<file path="src/rtl/i2s_transmitter.sv">
// ============================================================================
// i2s_transmitter
//
// Purpose:
//   Serialises 16-bit (SAMPLE_W) stereo sample pairs into a Philips-format I2S
//   stream: serial clock, word clock and serial data, all registered and all
//   derived from the system clock. The stream can drive a codec DAC, or it can
//   be looped back into the matching audio receiver for self-test.
//
//   Sample pairs arrive through a one-deep valid/ready holding buffer. Once
//   per frame the buffer is moved into a 2*SAMPLE_W bit shifter, and the data
//   is shifted out MSB-first, left channel first. Each word-clock edge is
//   followed by the usual one-SCK delay before that word's MSB appears.
//
// Parameters:
//   CLK_DIV   clk cycles per SCK half-period. Must be 2 or more.
//   SAMPLE_W  bits per channel. A frame is 2*SAMPLE_W SCK periods long.
//
// Ports:
//   clk          system clock
//   rst          synchronous reset, active-high
//   audioL_in    left sample of the offered pair
//   audioR_in    right sample of the offered pair
//   in_valid     offered pair is valid
//   in_ready     holding buffer empty; pair taken when in_valid && in_ready
//   sck          I2S serial clock
//   wrdclk       word select (0 = left slot, 1 = right slot)
//   sdata        serial data; changes only on SCK falling edges
//   frame_start  one-clk pulse when a frame is loaded into the shifter
//   underrun     one-clk pulse when a frame loads while the buffer is empty
// ============================================================================
module i2s_transmitter #(
    parameter int CLK_DIV  = 16,
    parameter int SAMPLE_W = 16
) (
    input  logic                clk,
    input  logic                rst,
    input  logic [SAMPLE_W-1:0] audioL_in,
    input  logic [SAMPLE_W-1:0] audioR_in,
    input  logic                in_valid,
    output logic                in_ready,
    output logic                sck,
    output logic                wrdclk,
    output logic                sdata,
    output logic                frame_start,
    output logic                underrun
);

    localparam int FRAME_W = 2 * SAMPLE_W;
    localparam int DIV_W   = (CLK_DIV > 1) ? $clog2(CLK_DIV) : 1;
    localparam int BIT_W   = $clog2(FRAME_W);

    localparam logic [DIV_W-1:0] DIV_LAST   = DIV_W'(CLK_DIV - 1);
    localparam logic [BIT_W-1:0] SLOT_LAST  = BIT_W'(FRAME_W - 1);
    localparam logic [BIT_W-1:0] SLOT_LOAD  = BIT_W'(1);
    localparam logic [BIT_W-1:0] SLOT_RIGHT = BIT_W'(SAMPLE_W);

    // ------------------------------------------------------------------
    // State
    // ------------------------------------------------------------------
    logic [DIV_W-1:0]    r_divCnt;
    logic                r_sck;
    logic                r_wrdclk;
    logic                r_sdata;
    logic [BIT_W-1:0]    r_bitCnt;
    logic [FRAME_W-1:0]  r_shifter;
    logic [SAMPLE_W-1:0] r_bufL;
    logic [SAMPLE_W-1:0] r_bufR;
    logic                r_bufFull;
    logic                r_frameStart;
    logic                r_underrun;

    // ------------------------------------------------------------------
    // Event decode
    // ------------------------------------------------------------------
    logic                w_divWrap;
    logic                w_fall;
    logic [BIT_W-1:0]    w_nextBit;
    logic                w_load;
    logic                w_accept;
    logic [FRAME_W-1:0]  w_loadWord;

    always_comb begin
        w_divWrap = (r_divCnt == DIV_LAST);
        // Every piece of serial state moves on the SCK falling edge. That
        // gives the receiver a full half-period of setup before each rise.
        w_fall    = w_divWrap && r_sck;
        w_nextBit = (r_bitCnt == SLOT_LAST) ? '0 : r_bitCnt + 1'b1;
        // A frame loads as slot 1 begins. This produces the one-SCK I2S delay
        // after the word clock falls at slot 0.
        w_load    = w_fall && (w_nextBit == SLOT_LOAD);
        // The accept path reads in_ready. Because in_ready is forced low while
        // rst is high, nothing is captured during reset.
        w_accept  = in_valid && in_ready;
        // An empty buffer sends silence rather than repeating stale data.
        w_loadWord = r_bufFull ? {r_bufL, r_bufR} : '0;
    end

    // ------------------------------------------------------------------
    // SCK divider
    // ------------------------------------------------------------------
    always_ff @(posedge clk) begin
        if (rst) begin
            r_divCnt <= '0;
            r_sck    <= 1'b0;
        end else if (w_divWrap) begin
            r_divCnt <= '0;
            r_sck    <= ~r_sck;
        end else begin
            r_divCnt <= r_divCnt + 1'b1;
        end
    end

    // ------------------------------------------------------------------
    // Slot counter and word clock
    // ------------------------------------------------------------------
    // The slot counter resets to the last slot, so the first fall after reset
    // opens slot 0 (the left word) and the first load comes one fall later.
    always_ff @(posedge clk) begin
        if (rst) begin
            r_bitCnt <= SLOT_LAST;
            r_wrdclk <= 1'b1;
        end else if (w_fall) begin
            r_bitCnt <= w_nextBit;
            r_wrdclk <= (w_nextBit >= SLOT_RIGHT);
        end
    end

    // ------------------------------------------------------------------
    // Shifter and serial data
    // ------------------------------------------------------------------
    // On a load, the MSB goes straight to sdata and the shifter keeps the
    // rest of the frame, pre-shifted. At each later fall the shifter MSB moves
    // to sdata. The last bit (right LSB) therefore comes out in slot 0 of the
    // next frame, which is where I2S expects it.
    always_ff @(posedge clk) begin
        if (rst) begin
            r_shifter <= '0;
            r_sdata   <= 1'b0;
        end else if (w_load) begin
            r_shifter <= {w_loadWord[FRAME_W-2:0], 1'b0};
            r_sdata   <= w_loadWord[FRAME_W-1];
        end else if (w_fall) begin
            r_shifter <= {r_shifter[FRAME_W-2:0], 1'b0};
            r_sdata   <= r_shifter[FRAME_W-1];
        end
    end

    // ------------------------------------------------------------------
    // Holding buffer
    // ------------------------------------------------------------------
    // Accept and load can only coincide when the buffer is already empty
    // (accept requires that). In that case the load has already taken
    // silence, and the new pair stays in the buffer for the following frame.
    // There is intentionally no bypass into the shifter.
    always_ff @(posedge clk) begin
        if (rst) begin
            r_bufL    <= '0;
            r_bufR    <= '0;
            r_bufFull <= 1'b0;
        end else if (w_accept) begin
            r_bufL    <= audioL_in;
            r_bufR    <= audioR_in;
            r_bufFull <= 1'b1;
        end else if (w_load) begin
            r_bufFull <= 1'b0;
        end
    end

    // ------------------------------------------------------------------
    // Status pulses
    // ------------------------------------------------------------------
    always_ff @(posedge clk) begin
        if (rst) begin
            r_frameStart <= 1'b0;
            r_underrun   <= 1'b0;
        end else begin
            r_frameStart <= w_load;
            r_underrun   <= w_load && !r_bufFull;
        end
    end

    // ------------------------------------------------------------------
    // Outputs
    // ------------------------------------------------------------------
    assign in_ready    = !r_bufFull && !rst;
    assign sck         = r_sck;
    assign wrdclk      = r_wrdclk;
    assign sdata       = r_sdata;
    assign frame_start = r_frameStart;
    assign underrun    = r_underrun;

endmodule
</file>
<file path="config.mk">
export PLATFORM = sky130hd
export DESIGN_NAME = i2s_transmitter
export DESIGN_NICKNAME = d
export VERILOG_FILES = /design/src/rtl/i2s_transmitter.sv
export SDC_FILE = /design/constraint.sdc
export NUM_CORES = 1
export LEC_CHECK = 0
export ABC_AREA = 1
export CORE_MARGIN = 5
export CORE_UTILIZATION = 40
export CTS_BUF_LIST = sky130_fd_sc_hd__clkbuf_4
export DETAILED_ROUTE_END_ITERATION = 10
export PLACE_DENSITY = 0.57
export SYNTH_ARGS = -nofsm -noshare
export SYNTH_HDL_FRONTEND = slang
export SYNTH_SLANG_ARGS = --single-unit
</file>
<file path="constraint.sdc">
create_clock -name clk -period 5.55 [get_ports clk]
set_input_delay 1.665 -clock clk [delete_from_list [all_inputs] [get_ports clk]]
set_output_delay 1.665 -clock clk [all_outputs]
set_load 0.02 [all_outputs]
</file>
Yosys cells after proc, flatten, opt, wreduce, memory -nomap -nowiden
Cells that the tools add are included.
- input port bits: 35
- bits in registers: 78
- output and inout port bits: 6
- word-level logic and storage cells: 36
- equal/unequal tests: 3
- add/sub/neg operators: 2
- reductions and logical operators: 10
- $lt $le $gt $ge: 1
- bitwise operators: 1
- muxes and demuxes: 8
- operators by type and width (cell ; count):
    32-bit 2-to-1 mux ; 3
    5-bit by 1-bit adder with 5-bit output (second input constant) ; 1
    5-bit by 1-bit == test with 1-bit output (second input constant) ; 1
    5-bit == test (second input constant) ; 1
    5-bit >= comparator (second input constant) ; 1
    1-bit logical AND ; 5
    5-bit 2-to-1 mux ; 1
    4-bit by 1-bit adder with 4-bit output (second input constant) ; 1
    4-bit == test (second input constant) ; 1
    1-bit 2-to-1 mux ; 4
    2-bit nonzero test ; 2
    1-bit zero test ; 2
    2-bit OR reduction ; 1
    1-bit NOT ; 1

Longest topological paths before layout
Gate-level depths: netlist of the first run.
- word-level depth: 6
- depth in mapped cells: 13
- mapped depth without buffers: 12

Worst setup path before layout of the first run
OpenSTA, ideal clock, no wires.
- path type: input to output
- start point: in rst
- end point: out in_ready
- required time: 3.885 ns
- path slack: 1.723 ns
- buffers on the path: 1
- stages on the path: 2
- data arrival time: 2.162 ns
- cells stage by stage: buf_2 > nor2_1
- cells in the longest elaborated chain, start to end: 2
- ends and longest elaborated chain (element ; RTL line ; RTL):
    start: declaration ; 37 ; input logic rst,
    1-bit zero test ; 186 ; assign in_ready = !r_bufFull && !rst;
    1-bit logical AND ; 186 ;
    end: declaration ; 41 ; output logic in_ready,
No other way between the ends.

Worst setup path in the final report of the first run
Ends and elaborated chain as after synthesis.

==> results of run 1 <==
==> worst max-delay path, stage by stage <==
cell	delay, ns
clkdlybuf4s50_1	0.50
nor2_1	0.17
clkdlybuf4s50_1	0.63
==> kinds of logic after synthesis <==
group                    Yosys count  share of synthesized area, %
AND/OR/NAND/NOR                  323                          41.5
XOR/XNOR                           1                         0.257
buffers and inverters             74                          10.6
adder cells (fa/ha/maj)            4                          1.47
AO/OA/AOI/OAI                      5                         0.919
flip-flops                        77                          45.3
==> report_power, final <==
part / internal (mW) / switching [mW] / total (mW)
logic: 0.0378 / 0.0460 / 0.0837
clock network: 0.177 / 0.192 / 0.369
registers: 0.574 / 0.0109 / 0.585
==> per-layer routing <==
metal,track usage (%),vias up,share of wire (%)
met2,23.6,53,42
li1,-,1557,-
met1,22.3,1348,52
met3,3.21,7,4.4
met5,0,-,0
met4,6.05,0,1.2
==> area by class of cell <==
| cell class | count | area (µm²) |
|---|---|---|
| Fill cell | 874 | 4330 |
| Sequential cell | 77 | 1540 |
| Multi-Input combinational cell | 333 | 1500 |
| Timing Repair Buffer | 45 | 438 |
| Inverter | 44 | 165 |
| Tap cell | 105 | 131 |
| Clock inverter | 6 | 78.8 |
| Clock buffer | 9 | 67.6 |
==> registers in the layout, indices dropped and copies added (netlist names), 4 cells and up <==
signal / cells
r_divCnt: 4
r_bufL: 16
r_bitCnt: 4
r_bufR: 16
r_shifter: 31
==> worst paths after layout <==
check / startpoint / endpoint / slack, ns / cells past startpoint
max: rst / in_ready / 0.91 / 3
min: r_divCnt[0] / r_divCnt[0] / 0.45 / 1
max reg2reg: r_bitCnt[1] / r_shifter[3] / 2.83 / 11
min reg2reg: r_divCnt[0] / r_divCnt[0] / 0.45 / 1
==> layout by cell type, fill, tap and decap left out, drive strengths merged <==
cell / count
nor2: 16
clkbuf: 9
bufinv: 2
a22oi: 2
dfxtp: 77
ha: 4
buf: 5
xor2: 1
nand3: 102
nand4: 1
a21oi: 2
clkdlybuf4s50: 40
nor3: 2
nand2: 202
inv: 44
o22ai: 1
clkinv: 4
==> Yosys cell counts (3+ instances only) <==
| cell type | number |
|---|---|
| nand2_1 | 200 |
| nand3_1 | 100 |
| dfxtp_1 | 77 |
| inv_1 | 40 |
| buf_2 | 13 |
| nor2_1 | 11 |
| buf_4 | 6 |
| buf_6 | 6 |
| ha_1 | 4 |
| inv_2 | 4 |
| clkbuf_1 | 3 |
| nor2_4 | 3 |
==> per-stage QoR <==
| step | util (%) | worst slack [ns] | hold slack, ns | instance area, µm² |
|---|---|---|---|---|
| 2_1_floorplan | - | 1.72 | 0.418 | 3400 |
| 6_report | 47.5 | 0.911 | 0.453 | 3920 |
| 4_1_cts | 47.5 | 0.920 | 0.460 | 3920 |
| 5_1_grt | 47.5 | 0.864 | 0.488 | 3920 |
| 3_3_place_gp | 45.7 | 0.923 | 0.432 | 3780 |
| 3_5_place_dp | 45.7 | 0.932 | 0.439 | 3780 |
==> flow_summary_export.csv, run 1 <==
group,metric,value,unit
clock_tree,clkTransAtPathRegs,0.12,ns
timing,fin_skew,0.0105,ns
yosys,synth_ff_type,"dfxtp_1",
clock_tree,cts_tree,"done",
placed_design,place.gp.congestion,0.719,
min_path,hp-class,"reg2reg",
timing,hold_viol,0,
power_and_ir_drop,powerDensity,264,mW/mm²
clock_tree,cts-htree-levels,3,
global_route,grt_max_degree,36,
power_and_ir_drop,p_leak,1.90,nW
die,pin_count,41,
cells_and_area,area_growth,15.3,%
run_status,status,"completed",
die,fp.coreArea,0.00826,mm²
yosys,synth_area_leaders,"dfxtp_1 (45%), nand2_1 (22%), nand3_1 (15%), inv_1 (4.4%), buf_6 (2.0%)",
yosys,ys_async_sr_fraction,0,%
critical_path,crit_arrival,2.97,ns
routing,antenna_left,0,
routing,dr.pass1.iters,4,
yosys,synth.net_count,523,
yosys,syn_inst,484,
clock_tree,cts.sinks,77,
die,fp.dieArea,0.0105,mm²
cells_and_area,final_cells,619,
timing,fin_crit,4.64,ns
critical_path,crit_required,3.88,ns
routing,via_per_inst,4.79,
clock_tree,hold_buffers,0,
global_route,grt_pass1_vias,2871,
yosys,synth_top_area_share,45.3,%
timing,rsz0062_at_grt,"no",
global_route,antenna_found_initial,0,
global_route,grt_pass1_wl,13.1,mm
placed_design,place.port_buffers,40,
die,floorplan.initialDensity,41.2,%
yosys,synth_edf_count,0,
clock_tree,root_buffer,"clkbuf_4",
yosys,ys_warn_count,0,
global_route,grt.total_usage,15.8,%
critical_path,cp-start-kind,"input port",
timing,finalCritPeriodShare,83.6,%
global_route,grt-ovfl-total,0,
yosys,yosys.area.top_type,"dfxtp_1",
routing,routed_wl,7.56,mm
timing,drv_slew,0,
clock_tree,cts_resized,0,
routing,drt_iter0_drc,131,
clock_tree,clockBufferDepth,2,
critical_path,cp-end-kind,"primary output",
placed_design,placed_cells,604,
routing,drc,0,
yosys,avgSynthCellArea,7.03,µm²
timing,worst_slew_pin_slew,0.830,ns
timing,final-setup-viol-count,0,
clock_tree,cts_made_buffers,9,
yosys,yosys_register_bits,77,
timing,tns,0,ns
yosys,synth_cell_types,25,
routing,vias,2965,
timing,max_freq,216,MHz
timing,relSlewSlack,44.5,%
clock_tree,post_cts_buffers,0,
die,die_h,102,µm
die,rows,33,
flow_run,max_cap_viol_count,0,
cells_and_area,drive_gt1_share,6.42,%
power_and_ir_drop,fin_total_pwr,1.04,mW
power_and_ir_drop,peakVddDrop,0.126,mV
critical_path,critPathMaxFanout,2,
clock_tree,insertion_delay,0.42,ns
yosys,ys_seq_area_share,45.3,%
routing,wl_per_cell,12.2,µm
critical_path,path_class,"in2out",
cells_and_area,n_antenna_cell,0,
placed_design,dp.final_hpwl,4.63,mm
yosys,synth_area,0.00340,mm²
die,die_w,102,µm
cells_and_area,nets,549,
No activity file was read; power rests on OpenSTA's default activity.
==> run 2, diff against run 1 <==
==> constraint.sdc (replaced) <==
create_clock -name clk -period 4.85 [get_ports clk]
set_input_delay 1.455 -clock clk [delete_from_list [all_inputs] [get_ports clk]]
set_output_delay 1.455 -clock clk [all_outputs]
set_load 0.02 [all_outputs]
==> run 2 against run 1 <==
Against the previous run: via count shrank 3.4%; hold slack gained 0.0049 ns; utilization shrank 0.58 points; final cell count is the same; combinational power grew 14%; flip-flop and latch count is the same; die area is the same; critical endpoint unchanged; clock skew grew 0.0059 ns; register-to-register slack lost 0.68 ns; global-route usage shrank 0.52 points; largest power group unchanged; final area shrank 1.2%; largest cell class unchanged; count of clock-buffer cells in the layout grew 2.
==> flow_summary_export.csv, run 2 (synthesis results as in run 1) <==
group,metric,value,unit
timing,tns,0,ns
cells_and_area,area_growth,13.9,%
timing,fin_skew,0.0165,ns
die,die_w,102,µm
clock_tree,cts_made_buffers,9,
min_path,min_from,"r_shifter[6]",
routing,dr.pass1.iters,5,
critical_path,worst-path-buf-inv,2,
critical_path,regToRegSetupSlack,2.15,ns
clock_tree,clockBufferDepth,2,
timing,setup_ws,0.610,ns
die,rows,33,
clock_tree,insertion_delay,0.40,ns
placed_design,place.port_buffers,40,
clock_tree,cts-htree-levels,3,
power_and_ir_drop,powerDensity,278,mW/mm²
clock_tree,hold_buffers,0,
cells_and_area,fill_cells,893,
global_route,antenna_found_initial,0,
cells_and_area,top_register,"r_shifter",
global_route,grt-ovfl-total,0,
cells_and_area,n_antenna_cell,0,
global_route,grt.total_usage,15.2,%
critical_path,r2r_cells,11,
min_path,whs_endpoint,"r_shifter[6]",
placed_design,dp.final_hpwl,4.65,mm
critical_path,r2r-end,"r_shifter[31]",
cells_and_area,nets,549,
critical_path,r2r_start,"r_bitCnt[1]",
timing,drv_slew,0,
min_path,hp-class,"reg2reg",
timing,finalCritPeriodShare,87.4,%
critical_path,crit_path_max_incr_delay,0.64,ns
timing,hold_viol,0,
timing,fin_crit,4.24,ns
power_and_ir_drop,p_leak,1.87,nW
timing,rsz0062_at_grt,"no",
power_and_ir_drop,fin_total_pwr,1.08,mW
global_route,grt_pass1_vias,2671,
flow_run,max_cap_viol_count,0,
cells_and_area,top_regs,"r_shifter: 31 flops, r_bufL: 16 flops, r_bufR: 16 flops",
die,pin_count,41,
die,die_h,102,µm
power_and_ir_drop,peakVddDrop,0.114,mV
critical_path,crit_required,3.39,ns
routing,drt_iter0_drc,128,
routing,drc,0,
clock_tree,cts_tree,"done",
global_route,grt_max_degree,36,
critical_path,cpMostUsedCell,"clkdlybuf4s50_1",
timing,max_freq,236,MHz
die,fp.dieArea,0.0105,mm²
clock_tree,post_cts_buffers,0,
clock_tree,cts_resized,0,
cells_and_area,layout_common_cells,"nand2_1 (200), nand3_1 (100), dfxtp_1 (77)",
routing,wl_per_cell,11.9,µm
critical_path,path_cells,"clkdlybuf4s50_1 > nor2_1 > clkdlybuf4s50_1",
critical_path,crit_arrival,2.79,ns
min_path,whs_path_depth,2,
placed_design,place.gp.congestion,0.706,
cells_and_area,largest_reg_flops,31,
placed_design,place_ws,0.637,ns
clock_tree,root_buffer,"clkbuf_4",
run_status,status,"completed",
critical_path,crit_family,"buffers and inverters",
critical_path,critPathSlowestCell,"clkdlybuf4s50_1",
timing,worst_slew_pin_slew,0.896,ns
routing,via_per_inst,4.63,
die,floorplan.initialDensity,41.2,%
cells_and_area,layout.cells.most_common,"nand2_1",
timing,relSlewSlack,40.2,%
global_route,grt_pass1_wl,12.7,mm
critical_path,cp-end-kind,"primary output",
routing,vias,2863,
cells_and_area,drive_gt1_share,6.03,%
die,fp.coreArea,0.00826,mm²
timing,final-setup-viol-count,0,
routing,antenna_left,0,
routing,routed_wl,7.39,mm
critical_path,cp-start-kind,"input port",
critical_path,critPathMaxFanout,2,
critical_path,path_class,"in2out",
clock_tree,cts.sinks,77,
clock_tree,clkTransAtPathRegs,0.11,ns
run 2: layer usage:
layer | GRT usage (%) | vias up | routed length, µm
met5 | 0 | - | 0
met2 | 22.1 | 65 | 3130
met3 | 3.89 | 2 | 383
met4 | 5.15 | 0 | 40
li1 | - | 1558 | -
met1 | 22.0 | 1238 | 3840
run 2: worst max path at each step:
| stage | from | endpoint | slack, ns | depth (start not counted) |
|---|---|---|---|---|
| global route | rst | in_ready | 0.59 | 3 |
| global placement | rst | in_ready | 0.62 | 3 |
| CTS | rst | in_ready | 0.62 | 3 |
| detailed placement | rst | in_ready | 0.64 | 3 |
| finish | rst | in_ready | 0.61 | 3 |
| floorplan | rst | in_ready | 1.44 | 2 |
run 2: report_power, final:
group          switching (mW)  leakage, nW  internal (mW)  total (mW)
registers              0.0120        0.627          0.656       0.668
clock network           0.205       0.0592          0.109       0.315
logic                  0.0524         1.19         0.0433      0.0957
total                   0.270         1.87          0.809        1.08
run 2: cell type report:
cell class | instances | area (µm²) | share of cell area, %
flip-flops and latches | 77 | 1540 | 39.8
multi-input cells | 333 | 1500 | 38.7
inverters | 44 | 165 | 4.26
clock buffers | 11 | 82.6 | 2.13
clock inverters | 4 | 16.3 | 0.420
repair buffers | 45 | 438 | 11.3
well taps | 105 | 131 | 3.39
run 2: through the flow:
| stage | std cells | instance area [µm²] | utilization, % | hold WS, ns |
|---|---|---|---|---|
| after CTS | 619 | 3880 | 46.9 | 0.460 |
| final | 619 | 3880 | 46.9 | 0.458 |
| after detailed placement | 604 | 3780 | 45.7 | 0.439 |
| after global routing | 619 | 3880 | 46.9 | 0.472 |
| after floorplan | 484 | 3400 | - | 0.418 |
| after global placement | 604 | 3780 | 45.7 | 0.432 |
run 2: tightest hold or removal path: stages (launching register included):
cell and delay (ns):
dfxtp_1 0.33, nand2_1 0.06, nand2_1 0.04
